**src/rtl/alu_pkg.sv**
```systemverilog
// alu_pkg: shared types for the sequential ALU.
//   op_e     - 3-bit opcode, all eight codes defined
//   state_e  - control FSM states
//   flags_t  - {N,Z,C,V} flag bundle, packed so it maps 1:1 onto the flags port
//   FLAG_*   - bit positions of each flag within flags_t
package alu_pkg;

  typedef enum logic [2:0] {
    OP_ADD = 3'd0,
    OP_SUB = 3'd1,
    OP_SHR = 3'd2,
    OP_SHL = 3'd3,
    OP_AND = 3'd4,
    OP_OR  = 3'd5,
    OP_XOR = 3'd6,
    OP_MUL = 3'd7
  } op_e;

  typedef enum logic [1:0] {
    IDLE = 2'd0,
    BUSY = 2'd1,
    DONE = 2'd2
  } state_e;

  typedef struct packed {
    logic n;
    logic z;
    logic c;
    logic v;
  } flags_t;

  localparam int FLAG_N = 3;
  localparam int FLAG_Z = 2;
  localparam int FLAG_C = 1;
  localparam int FLAG_V = 0;

endpackage

```
**src/rtl/alu_mul_iter.sv**
```systemverilog
// alu_mul_iter: iterative unsigned shift-add multiplier, one multiplier bit
// per clock, LSB first.
//   clk, rst  - clock, synchronous active-high reset (aborts any operation)
//   start     - load a/b and begin; must only be asserted while !busy
//   a, b      - multiplicand, multiplier (sampled on start)
//   busy      - iteration in progress
//   done      - high during the final iteration cycle; p is the full product
//               in that cycle, so the caller can register it on the same edge
//   p         - next accumulator value (full 2*WIDTH-bit product when done)
module alu_mul_iter #(
  parameter int WIDTH = 8,
  parameter int CNT_W = $clog2(WIDTH) + 1
) (
  input  logic               clk,
  input  logic               rst,
  input  logic               start,
  input  logic [WIDTH-1:0]   a,
  input  logic [WIDTH-1:0]   b,
  output logic               busy,
  output logic               done,
  output logic [2*WIDTH-1:0] p
);

  localparam logic [CNT_W-1:0] LAST = CNT_W'(WIDTH - 1);

  logic [2*WIDTH-1:0] mcand_q, acc_q, acc_d;
  logic [WIDTH-1:0]   mplier_q;
  logic [CNT_W-1:0]   cnt_q;
  logic               busy_q;

  assign acc_d = mplier_q[0] ? (acc_q + mcand_q) : acc_q;
  assign busy  = busy_q;
  assign done  = busy_q && (cnt_q == LAST);
  assign p     = acc_d;

  always_ff @(posedge clk) begin
    if (rst) begin
      mcand_q  <= '0;
      mplier_q <= '0;
      acc_q    <= '0;
      cnt_q    <= '0;
      busy_q   <= 1'b0;
    end else if (start) begin
      mcand_q  <= {{WIDTH{1'b0}}, a};
      mplier_q <= b;
      acc_q    <= '0;
      cnt_q    <= '0;
      busy_q   <= 1'b1;
    end else if (busy_q) begin
      acc_q    <= acc_d;
      mcand_q  <= mcand_q << 1;
      mplier_q <= mplier_q >> 1;
      cnt_q    <= cnt_q + CNT_W'(1);
      if (done) busy_q <= 1'b0;
    end
  end

endmodule

```
**src/rtl/alu_seq.sv**
```systemverilog
// alu_seq: registered ALU with valid/ready on both sides and NZCV flags.
//   clk, rst             - clock, synchronous active-high reset
//   in_valid / in_ready  - operand handshake; in_ready depends only on state
//                          and out_ready
//   a, b, op             - operands and opcode (b doubles as shift amount)
//   out_valid / out_ready- result handshake; q/flags held while stalled
//   q, flags             - registered result and {N,Z,C,V}
// Single-cycle ops go IDLE/DONE -> DONE in one edge; mul detours through
// BUSY for WIDTH cycles while alu_mul_iter iterates.
module alu_seq import alu_pkg::*; #(
  parameter int WIDTH = 8,
  parameter int CNT_W = $clog2(WIDTH) + 1
) (
  input  logic             clk,
  input  logic             rst,
  input  logic             in_valid,
  output logic             in_ready,
  input  logic [WIDTH-1:0] a,
  input  logic [WIDTH-1:0] b,
  input  logic [2:0]       op,
  output logic             out_valid,
  input  logic             out_ready,
  output logic [WIDTH-1:0] q,
  output logic [3:0]       flags
);

  localparam logic [WIDTH-1:0] WLIM = WIDTH'(WIDTH);

  state_e             state_q;
  logic               out_valid_q;
  logic [WIDTH-1:0]   q_q;
  flags_t             flags_q;

  op_e                op_in;
  logic               accept, mul_start, mul_busy, mul_done;
  logic [2*WIDTH-1:0] mul_p;
  logic [WIDTH:0]     sum, dif;
  logic [WIDTH-1:0]   res_d;
  logic               c_d, v_d;
  flags_t             res_flags_d, mul_flags_d;

  assign op_in     = op_e'(op);
  assign in_ready  = (state_q == IDLE) || ((state_q == DONE) && out_ready);
  assign accept    = in_valid && in_ready;
  assign mul_start = accept && (op_in == OP_MUL);

  // One extra bit catches the carry on add and the borrow on sub.
  assign sum = {1'b0, a} + {1'b0, b};
  assign dif = {1'b0, a} - {1'b0, b};

  always_comb begin
    res_d = '0;
    c_d   = 1'b0;
    v_d   = 1'b0;
    case (op_in)
      OP_ADD: begin
        res_d = sum[WIDTH-1:0];
        c_d   = sum[WIDTH];
        v_d   = (a[WIDTH-1] == b[WIDTH-1]) && (sum[WIDTH-1] != a[WIDTH-1]);
      end
      OP_SUB: begin
        res_d = dif[WIDTH-1:0];
        c_d   = dif[WIDTH];
        v_d   = (a[WIDTH-1] != b[WIDTH-1]) && (dif[WIDTH-1] != a[WIDTH-1]);
      end
      // Shift amount is the full value of b; anything >= WIDTH flushes to 0.
      OP_SHR:  res_d = (b >= WLIM) ? '0 : (a >> b);
      OP_SHL:  res_d = (b >= WLIM) ? '0 : (a << b);
      OP_AND:  res_d = a & b;
      OP_OR:   res_d = a | b;
      OP_XOR:  res_d = a ^ b;
      default: res_d = '0;  // OP_MUL is handled by the iterative unit
    endcase
  end

  assign res_flags_d = '{n: res_d[WIDTH-1], z: (res_d == '0), c: c_d, v: v_d};
  assign mul_flags_d = '{n: mul_p[WIDTH-1], z: (mul_p[WIDTH-1:0] == '0),
                         c: |mul_p[2*WIDTH-1:WIDTH], v: 1'b0};

  alu_mul_iter #(.WIDTH(WIDTH), .CNT_W(CNT_W)) u_mul (
    .clk   (clk),
    .rst   (rst),
    .start (mul_start),
    .a     (a),
    .b     (b),
    .busy  (mul_busy),
    .done  (mul_done),
    .p     (mul_p)
  );

  always_ff @(posedge clk) begin
    if (rst) begin
      state_q     <= IDLE;
      out_valid_q <= 1'b0;
      q_q         <= '0;
      flags_q     <= '0;
    end else begin
      case (state_q)
        // DONE with out_ready behaves exactly like IDLE for a new accept,
        // giving back-to-back throughput for single-cycle ops.
        IDLE, DONE: begin
          if (accept) begin
            if (op_in == OP_MUL) begin
              state_q     <= BUSY;
              out_valid_q <= 1'b0;
            end else begin
              state_q     <= DONE;
              out_valid_q <= 1'b1;
              q_q         <= res_d;
              flags_q     <= res_flags_d;
            end
          end else if ((state_q == DONE) && out_ready) begin
            state_q     <= IDLE;
            out_valid_q <= 1'b0;
          end
        end
        BUSY: begin
          if (mul_busy && mul_done) begin
            state_q     <= DONE;
            out_valid_q <= 1'b1;
            q_q         <= mul_p[WIDTH-1:0];
            flags_q     <= mul_flags_d;
          end
        end
        default: begin
          state_q     <= IDLE;
          out_valid_q <= 1'b0;
        end
      endcase
    end
  end

  assign out_valid = out_valid_q;
  assign q         = q_q;
  assign flags     = flags_q;

endmodule

```
**config.mk**
```make
export PLATFORM = sky130hd
export DESIGN_NAME = alu_seq
export DESIGN_NICKNAME = d
export VERILOG_FILES = /design/src/rtl/alu_pkg.sv /design/src/rtl/alu_mul_iter.sv /design/src/rtl/alu_seq.sv
export SDC_FILE = /design/constraint.sdc
export NUM_CORES = 1
export LEC_CHECK = 0
export CORE_AREA = 2 2 94 96
export DETAILED_ROUTE_END_ITERATION = 16
export DIE_AREA = 0 0 96 98
export PLACE_DENSITY = 0.79
export SYNTH_ARGS = -nofsm -noshare
export SYNTH_HDL_FRONTEND = slang
export SYNTH_SLANG_ARGS = --single-unit
```
**constraint.sdc**
```tcl
create_clock -name clk -period 3.25 [get_ports clk]
set_input_delay 0.4875 -clock clk [delete_from_list [all_inputs] [get_ports clk]]
set_output_delay 0.4875 -clock clk [all_outputs]
set_load 0.03 [all_outputs]
```
-- Word-level counts from Yosys, hierarchy flattened
Cells that the tools add are included.
- flip-flop bits (word level): 60
- input port bits: 23
- output and inout bits: 14
- shifts and indexed selects: 2
- $add $sub $neg: 4
- $lt $le $gt $ge: 1
- eq/ne operators: 18
- bitwise logic cells: 3
- reductions and logical operators: 19
- mux-type cells: 31
- operators with widths (operator ; count):
    2-to-1 mux 8 bit ; 9
    case mux 8 bit (7 select lines) ; 1
    adder 16 bit ; 1
    zero test 8 bit ; 2
    2-to-1 mux 16 bit ; 1
    case mux 8 bit (2 select lines) ; 1
    == test 3 bit (second input constant) ; 4
    2-to-1 mux 4 bit ; 3
    adder 8 x 8 -> 9 bit ; 1
    subtractor 8 x 8 -> 9 bit ; 1
    bitwise AND 8 bit ; 1
    >= comparator 8 x 4 -> 1 bit (second input constant) ; 1
    2-to-1 mux 2 bit ; 4
    bitwise OR 8 bit ; 1
    case mux 4 bit (2 select lines) ; 1
    OR reduction 8 bit ; 1
    left shift 8 x 8 -> 8 bit ; 1
    right shift 8 x 8 -> 8 bit ; 1
    bitwise XOR 8 bit ; 1
    logical AND 1 bit ; 7
    2-to-1 mux 1 bit ; 7
    == test 3 x 2 -> 1 bit (second input constant) ; 2
    != test 2 bit (second input constant) ; 3
    case mux 1 bit (2 select lines) ; 3
    16 further kinds ; 20

-- Depth between registers and ports, before layout
Gate-level depths: netlist of run 1.
- word-level depth: 7
- mapped depth: 12

-- Cells and area by module
A second synthesis of run 1 with hierarchy kept.
- cell total of the unflattened synthesis: 666
- area, all modules: 5270.1 um^2
- by module, submodules not included (module ; cells an instance ; seq. area each (um^2) ; area each (um^2) ; instances):
    alu_seq ; 365 ; 260.2 ; 2663.8 ; 1
    alu_mul_iter ; 301 ; 900.9 ; 2606.2 ; 1

-- Least setup slack after synthesis of run 1
No wires, ideal clock.
- kind: in2reg
- start: input b[1]
- end: register flags_q (netlist bit flags[2])
- stages: 11
- path slack: 0.367 ns
- arrival time: 2.822 ns
- buffers on the path: 1
- library setup time: 0.061 ns
- cells stage by stage: clkbuf_1 -> inv_1 -> ha_1 -> o21ba_2 -> o211ai_1 -> a2111oi_0 -> nor3_1 -> mux2i_1 -> xor2_1 -> a221oi_1 -> a32o_1
- word-level cells in the longest chain between the ends: 7
- elaborated cells on any way between the ends: 15
- those cells by class: add/sub (2); order compare (1); shift (2); mux (6); bitwise (3); reduce/logical (1)
- RTL lines (what ; RTL line ; text):
    from (decl) ; alu_seq.sv:19 ; input logic [WIDTH-1:0] b,
    >= comparator 8 x 4 -> 1 bit, or another cell as far along ; alu_seq.sv:67, alu_seq.sv:68 ;
    2-to-1 mux 8 bit, on equally long branches ; alu_seq.sv:68, alu_seq.sv:67 ;
    case mux 8 bit (7 select lines) * ; alu_seq.sv:55 ; case (op_in)
    zero test 8 bit * ; alu_seq.sv:76 ; assign res_flags_d = '{n: res_d[WIDTH-1], z: (res_d == '0), c: c_d, v: v_d};
    2-to-1 mux 4 bit * ; alu_seq.sv:103 ; if (op_in == OP_MUL) begin
    2-to-1 mux 4 bit * ; alu_seq.sv:102 ; if (accept) begin
    case mux 4 bit (2 select lines) * ; alu_seq.sv:98 ; case (state_q)
    to (signal assigned) ; alu_seq.sv:110 ; flags_q <= res_flags_d;
    to (signal assigned) ; alu_seq.sv:122 ; flags_q <= mul_flags_d;
    to (decl) ; alu_seq.sv:32 ; flags_t flags_q;
Every way passes the cells marked *; elsewhere a longest branch is shown, timed or not. The select of a mux whose other input is x is not followed.
A chain may end at the register's enable or synchronous reset.

-- Final worst setup path of run 1
- start: register u_mul.mcand_q[0]
- end: register flags_q (netlist bit flags[1])
- word-level cells in the longest chain between the ends: 5
- RTL lines (what ; RTL line ; text):
    from (decl) ; alu_mul_iter.sv:26 ; logic [2*WIDTH-1:0] mcand_q, acc_q, acc_d;
    from (signal assigned) ; alu_mul_iter.sv:44 ; mcand_q <= {{WIDTH{1'b0}}, a};
    from (signal assigned) ; alu_mul_iter.sv:51 ; mcand_q <= mcand_q << 1;
    adder 16 bit ; alu_mul_iter.sv:31 ; assign acc_d = mplier_q[0] ? (acc_q + mcand_q) : acc_q;
    2-to-1 mux 16 bit ; alu_mul_iter.sv:31 ;
    OR reduction 8 bit ; alu_seq.sv:78 ; c: |mul_p[2*WIDTH-1:WIDTH], v: 1'b0};
    2-to-1 mux 4 bit ; alu_seq.sv:118 ; if (mul_busy && mul_done) begin
    case mux 4 bit (2 select lines) ; alu_seq.sv:98 ;
No other way between the ends. The select of a mux whose other input is x is not followed.

==> impl_results.md, run 1 <==
- Outcome: finished clean
- Layout Cells excl Fill: 771
- Seq/Total Area, Yosys: 0.238
- Pwr dens: roughly 360 mW/mm^2
- Final setup fails: 0
- Most frequent cell after synthesis: nor2_1
- Post-synth top area cell: dfxtp_1
- GR Util All Layers: 0.306
- Via/cell ratio: 6.30
- Crit path time final: 3170 ps
- Placed cells: 755
- Global route overflow: 0
- Register bit total from synthesis: between 50 and 60
- Worst Path Required: 3460 ps
- Synth Flop Type: dfxtp_1
- Avg Synthesized Cell Area: 8.01 um^2
- Total inserted antenna cells: 0
- Root buf cell: clkbuf_8
- CP Class: flip-flop to flip-flop
- Rel. slew slack: 0.531
- P&R area growth vs syn: 18.5%
- Synth Cell Area: 0.00488 mm^2
- H-tree levels: 3
- Clock tree buffer depth: 2
- First-pass GRT wire length: 22600 um
- Critical Path AT: 3380 ps
- Top cells by count, synth: 71 x nor2_1, 58 x dfxtp_1, 49 x nand2_1
- Vias in the first global route: about 4500
- Die Height: ~98 um
- Post-synth top area share: 0.238
- Hold Violations, Final: 0
- Sink Count: 58
- Routability cong.: 1.05
- DRC: 0
- # IOs: 37
- Post-DP HPWL: 10700 um
- Largest net degree at the start of global routing: 52
- Largest cells by area after synthesis: dfxtp_1 24%, ha_1 11%, mux2i_1 7.2%
- Post-synth EDFFs: 0
- Starting utilization of the core area: 0.576
- Synth cell types: 66
- Tcrit/Tclk final: 0.974
- Clk pin slew, worst setup/hold paths: 70 ps
- Worst hold path class: flip-flop to flip-flop
- Yosys warns: 0
- Antenna violations before repair: 0
- Post-DR wirelength/cell: between 15 and 20 um
- Die Area: 0.00941 mm^2
- Fin nets: just over 700
- Dpl cell area: 0.00551 mm^2
- Unrepaired setup endpoints after global routing: false
- Net Count, Synth: 676
- Syn Inst Count: 609
- Final antenna-violating net count: 0
- CTS buffer count: 9
- Core Region: about 0.0085 mm^2
- VDD IR max: 196 uV
- Design area: around 0.0058 mm^2
- Cell Rows: 34
- Fmax: 316 MHz
- Async SR Flop Fraction: 0
- Drt total wl: 14100 um
- TritonCTS clock tree: yes
- Initial DRC Count: ~310
- Clk_lat worst skew: 350 ps
- # port buffers: 36
- Drt pass-1 iters: 5
- Layout cells sized above 1: 0.115
- Startpoint Class: flip-flop
- CP endpoint kind: flip-flop
- Max-slew violation count: 0
- Die W: 96 um
- Max-capacitance violation count: 0
- Least-Margin Pin Slew: between 700 and 800 ps
- CP Max Fanout: 4
- Vias: around 5000
- # Post-CTS Setup Buffers: 0
- End-of-flow core utilization: 0.683
- Pleak: 0.00234 uW
- Clock Skew: between 15 and 20 ps
[metal layers]
layer	vias to the layer above	GRT usage	part of all wire
met2	215	0.486	0.46
met4	0	0.100	0.034
met3	40	0.0748	0.072
li1	2351	-	-
met1	2253	0.404	0.43
met5	-	0	0
[through the flow]
step                      TNS (ps)  power (uW)  worst slack [ps]  hold WS [ps]
after global routing             0        2180              18.2           482
after global placement        -248        1250              -123           441
after CTS                        0        2090              56.1           455
after floorplan                  0        1080               367           464
after detailed placement      -280        1260              -146           447
final                            0        2100              84.8           454
[kinds of logic after synthesis]
kind of cell	synth area share
mux	0.113
flops	0.238
xor+xnor	0.0305
compound gates	0.265
fa+ha+maj	0.117
buf+inv	0.0541
simple gates	0.181
[flip-flops by register name (all words and copies together) (netlist names)]
name,cells
u_mul.acc_q,16
u_mul.mcand_q,16
q,8
u_mul.mplier_q,8
u_mul.cnt_q,4
flags,3
state_q,2
u_mul.busy,1
[path summary, 6_finish.rpt]
path	start	to	slack, ps	cells after the start
worst min register to register	flags[0]	flags[0]	450	2
worst max register to register	u_mul.mcand_q[0]	flags[1]	80	12
worst min-delay path	flags[0]	flags[0]	450	2
worst max-delay path	u_mul.mcand_q[0]	flags[1]	80	12
[cell usage in the layout, fill, tap and decap left out, types with 27 or more instances in the layout]
cell             instances
a211oi_1                37
a21oi_1                 37
buf_4                   39
clkdlybuf4s50_1         36
dfxtp_1                 57
ha_1                    41
inv_1                   27
mux2i_1                 35
nand2_1                 49
nor2_1                  71
o21ai_0                 29
[where the power goes]
group	internal [uW]	switching [uW]	total [uW]
sequential	735	20.1	755
combinational	212	291	503
clock	516	328	843
total	1460	639	2100
[repair_timing]
item | in CTS | in global routing
resized for setup | 0 | 4
setup endpoints to repair | 0 | 5
hold buffers | 0 | 0
[layout make-up]
class | instances | area (um^2)
repair buffers | 75 | 653
inverters | 29 | 109
fillers | 691 | 2690
flip-flops and latches | 58 | 1160
multi-input cells | 485 | 3470
well taps | 108 | 135
clock inverters | 7 | 125
clock buffers | 9 | 124
[worst max-delay path: stages (launching register included)]
cell	delay (ps)
dfxtp_1	370
ha_1	240
inv_1	80
fa_1	200
nor2b_2	80
o31a_1	280
o41ai_1	580
nand2_1	110
a21oi_1	190
xnor2_1	100
a2111oi_1	510
buf_4	190
a41oi_1	100
No activity file was read; power rests on OpenSTA's default activity.
==> run 2, diff against run 1 <==
Settings changed: CORE_AREA 2 2 94 96 to 2 2 99 101, DIE_AREA 0 0 96 98 to 0 0 101 103, GPL_TIMING_DRIVEN set to 0, PLACE_DENSITY 0.79 to 0.75, SLEW_MARGIN set to 20.
Clock period 3.25 ns to 2.88 ns, I/O delays scaled along.
==> run 2 against run 1 <==
Compared with the run above: design area up 0.76%; cell count up 1.3%; register-to-register slack better by 20 ps; setup slack better by 16 ps; non-clock buffer count up 4; hold slack better by 3.7 ps; sequential share of layout area down 0.15 points.
==> impl_results.md, run 2 (synthesis results as in run 1) <==
- Reg-to-reg endpoint: flags[1]
- Total inserted antenna cells: 0
- Global route overflow: 0
- CP Class: flip-flop to flip-flop
- CP Max Fanout: 4
- Max-capacitance violation count: 0
- Flop2flop setup slack: roughly 100 ps
- Worst Path Required: 3090 ps
- Critical Path AT: between 2000 and 3000 ps
- # IOs: 37
- Die Height: 103 um
- Commonest non-fill, non-tap cell in the layout: nor2_1
- Initial DRC Count: 304
- R2R depth: 11
- Starting utilization of the core area: 0.516
- # port buffers: 36
- Vias in the first global route: 4651
- Die W: between 100 and 150 um
- Crit path launch: u_mul.acc_q[0]
- WHS: around 460 ps
- Met2 WL: 7280 um
- Hold depth: 2
- Die Area: 0.0104 mm^2
- Cell Rows: 36
- Pleak: 0.00232 uW
- Highest Signal Layer: met4
- Commonest cells after routing, fill and taps aside: 71 x nor2_1, 57 x dfxtp_1, 49 x nand2_1, 39 x ha_1, 37 x a21oi_1
- Final setup fails: 0
- Worst hold path class: flip-flop to flip-flop
- Clk_lat worst skew: 340 ps
- Least-Margin Pin Slew: 724 ps
- Clk pin slew, worst setup/hold paths: 80 ps
- Hold path start: flags[0]
- Routability cong.: between 0.9 and 1
- Root buf cell: clkbuf_8
- Post-DP HPWL: 11200 um
- Drt pass-1 iters: 6
- CTS buffer count: 9
- CP endpoint kind: flip-flop
- Layout cells sized above 1: 0.108
- DRC: 0
- Final antenna-violating net count: 0
- Outcome: finished clean
- WL met1: 6060 um
- Antenna violations before repair: 0
- Startpoint Class: flip-flop
- Tcrit/Tclk final: 0.965
- H-tree levels: 3
- VDD IR max: 227 uV
- Core Region: between 0.009 and 0.01 mm^2
- Top flop regs: u_mul.acc_q: 16 flops, u_mul.mcand_q: 16 flops
- Worst Hold Path EP: flags[0]
- TritonCTS clock tree: yes
- Setup slack after layout: 101 ps
- Fin nets: 729
- Clock tree buffer depth: 2
- GR Util All Layers: 0.285
- Drt total wl: between 10000 and 15000 um
- FF-to-FF Start: u_mul.acc_q[0]
- First-pass GRT wire length: 23400 um
- Hold Violations, Final: 0
- Metal3 WL: 770 um
- Rel. slew slack: 0.518
- P&R area growth vs syn: 19.4%
- Post-DR wirelength/cell: 18.9 um
- Vias: 4885
- Post-CTS Hold Fix Bufs: 0
- Crit path time final: between 2000 and 3000 ps
- Via/cell ratio: between 6 and 7
- Clock Skew: ~15 ps
- Post-place setup slack: -1080 ps
- Max-slew violation count: 0
- Pwr dens: 387 mW/mm^2
- Sink Count: between 50 and 60
- Largest net degree at the start of global routing: 13
- Fmax: ~360 MHz
run 2: changes by cell type in the layout (fill, tap and decap cells not counted), moves of 3 or more:
cell / before / now
buf_1: 0 / 5
clkbuf_1: 0 / 23
o41ai_1: 4 / 1
clkdlybuf4s50_1: 36 / 25
buf_4: 39 / 10
dlygate4sd2_1: 0 / 5
clkbuf_2: 0 / 5
o41ai_2: 0 / 3
clkinvlp_4: 0 / 3
run 2: layer usage:
metal / track usage / vias up
met5: 0 / -
met4: 0.134 / 0
met3: 0.0475 / 43
met2: 0.492 / 177
met1: 0.347 / 2303
li1: - / 2362
run 2: cell type report:
type                    instances  area (um^2)
plain buffers                  35          160
clock buffers                   9          124
clock inverters                 7          101
fillers                       833         3640
inverters                      29          113
multi-input cells             485         3610
flip-flops and latches         58         1160
well taps                     114          143
repair buffers                 44          404
run 2: where the power goes:
part	total, uW	leakage [uW]	switching, uW	internal, uW
clock	838	0.000106	346	492
combinational	564	0.00174	340	225
sequential	851	0.000471	21.5	829
run 2: critical path, cell delays in order (launching register included):
cell and delay, ps:
dfxtp_1 330, ha_2 200, inv_1 80, fa_2 230, nor2b_4 60, o31a_1 320, o211a_1 240, or3_1 320
a31oi_2 250, nand4_1 170, a2111oi_4 300, a41oi_1 160
run 2: stage by stage:
stage	power [uW]	TNS (ps)	area (um^2)	utilization	instances
final	2250	0	5820	0.615	781
after floorplan	1210	0	4880	-	609
after detailed placement	1400	-6850	5380	0.569	759
after global routing	2350	-27.9	5820	0.615	781
after global placement	1390	-6880	5380	0.569	759
after CTS	2240	-3.65	5690	0.601	778
run 2: what timing repair did:
item                                    CTS  global route
endpoints found under the setup margin   10             9
resized for setup                        27            28
buffers inserted                          4             4
pin swaps                                 4             5
run 2: how the worst max path moves through the flow:
stage,endpoint,cells past startpoint
finish,flags[1],11
global route,flags[1],9
CTS,flags[2],9
detailed placement,flags[2],12
global placement,flags[2],12
floorplan,flags[2],11
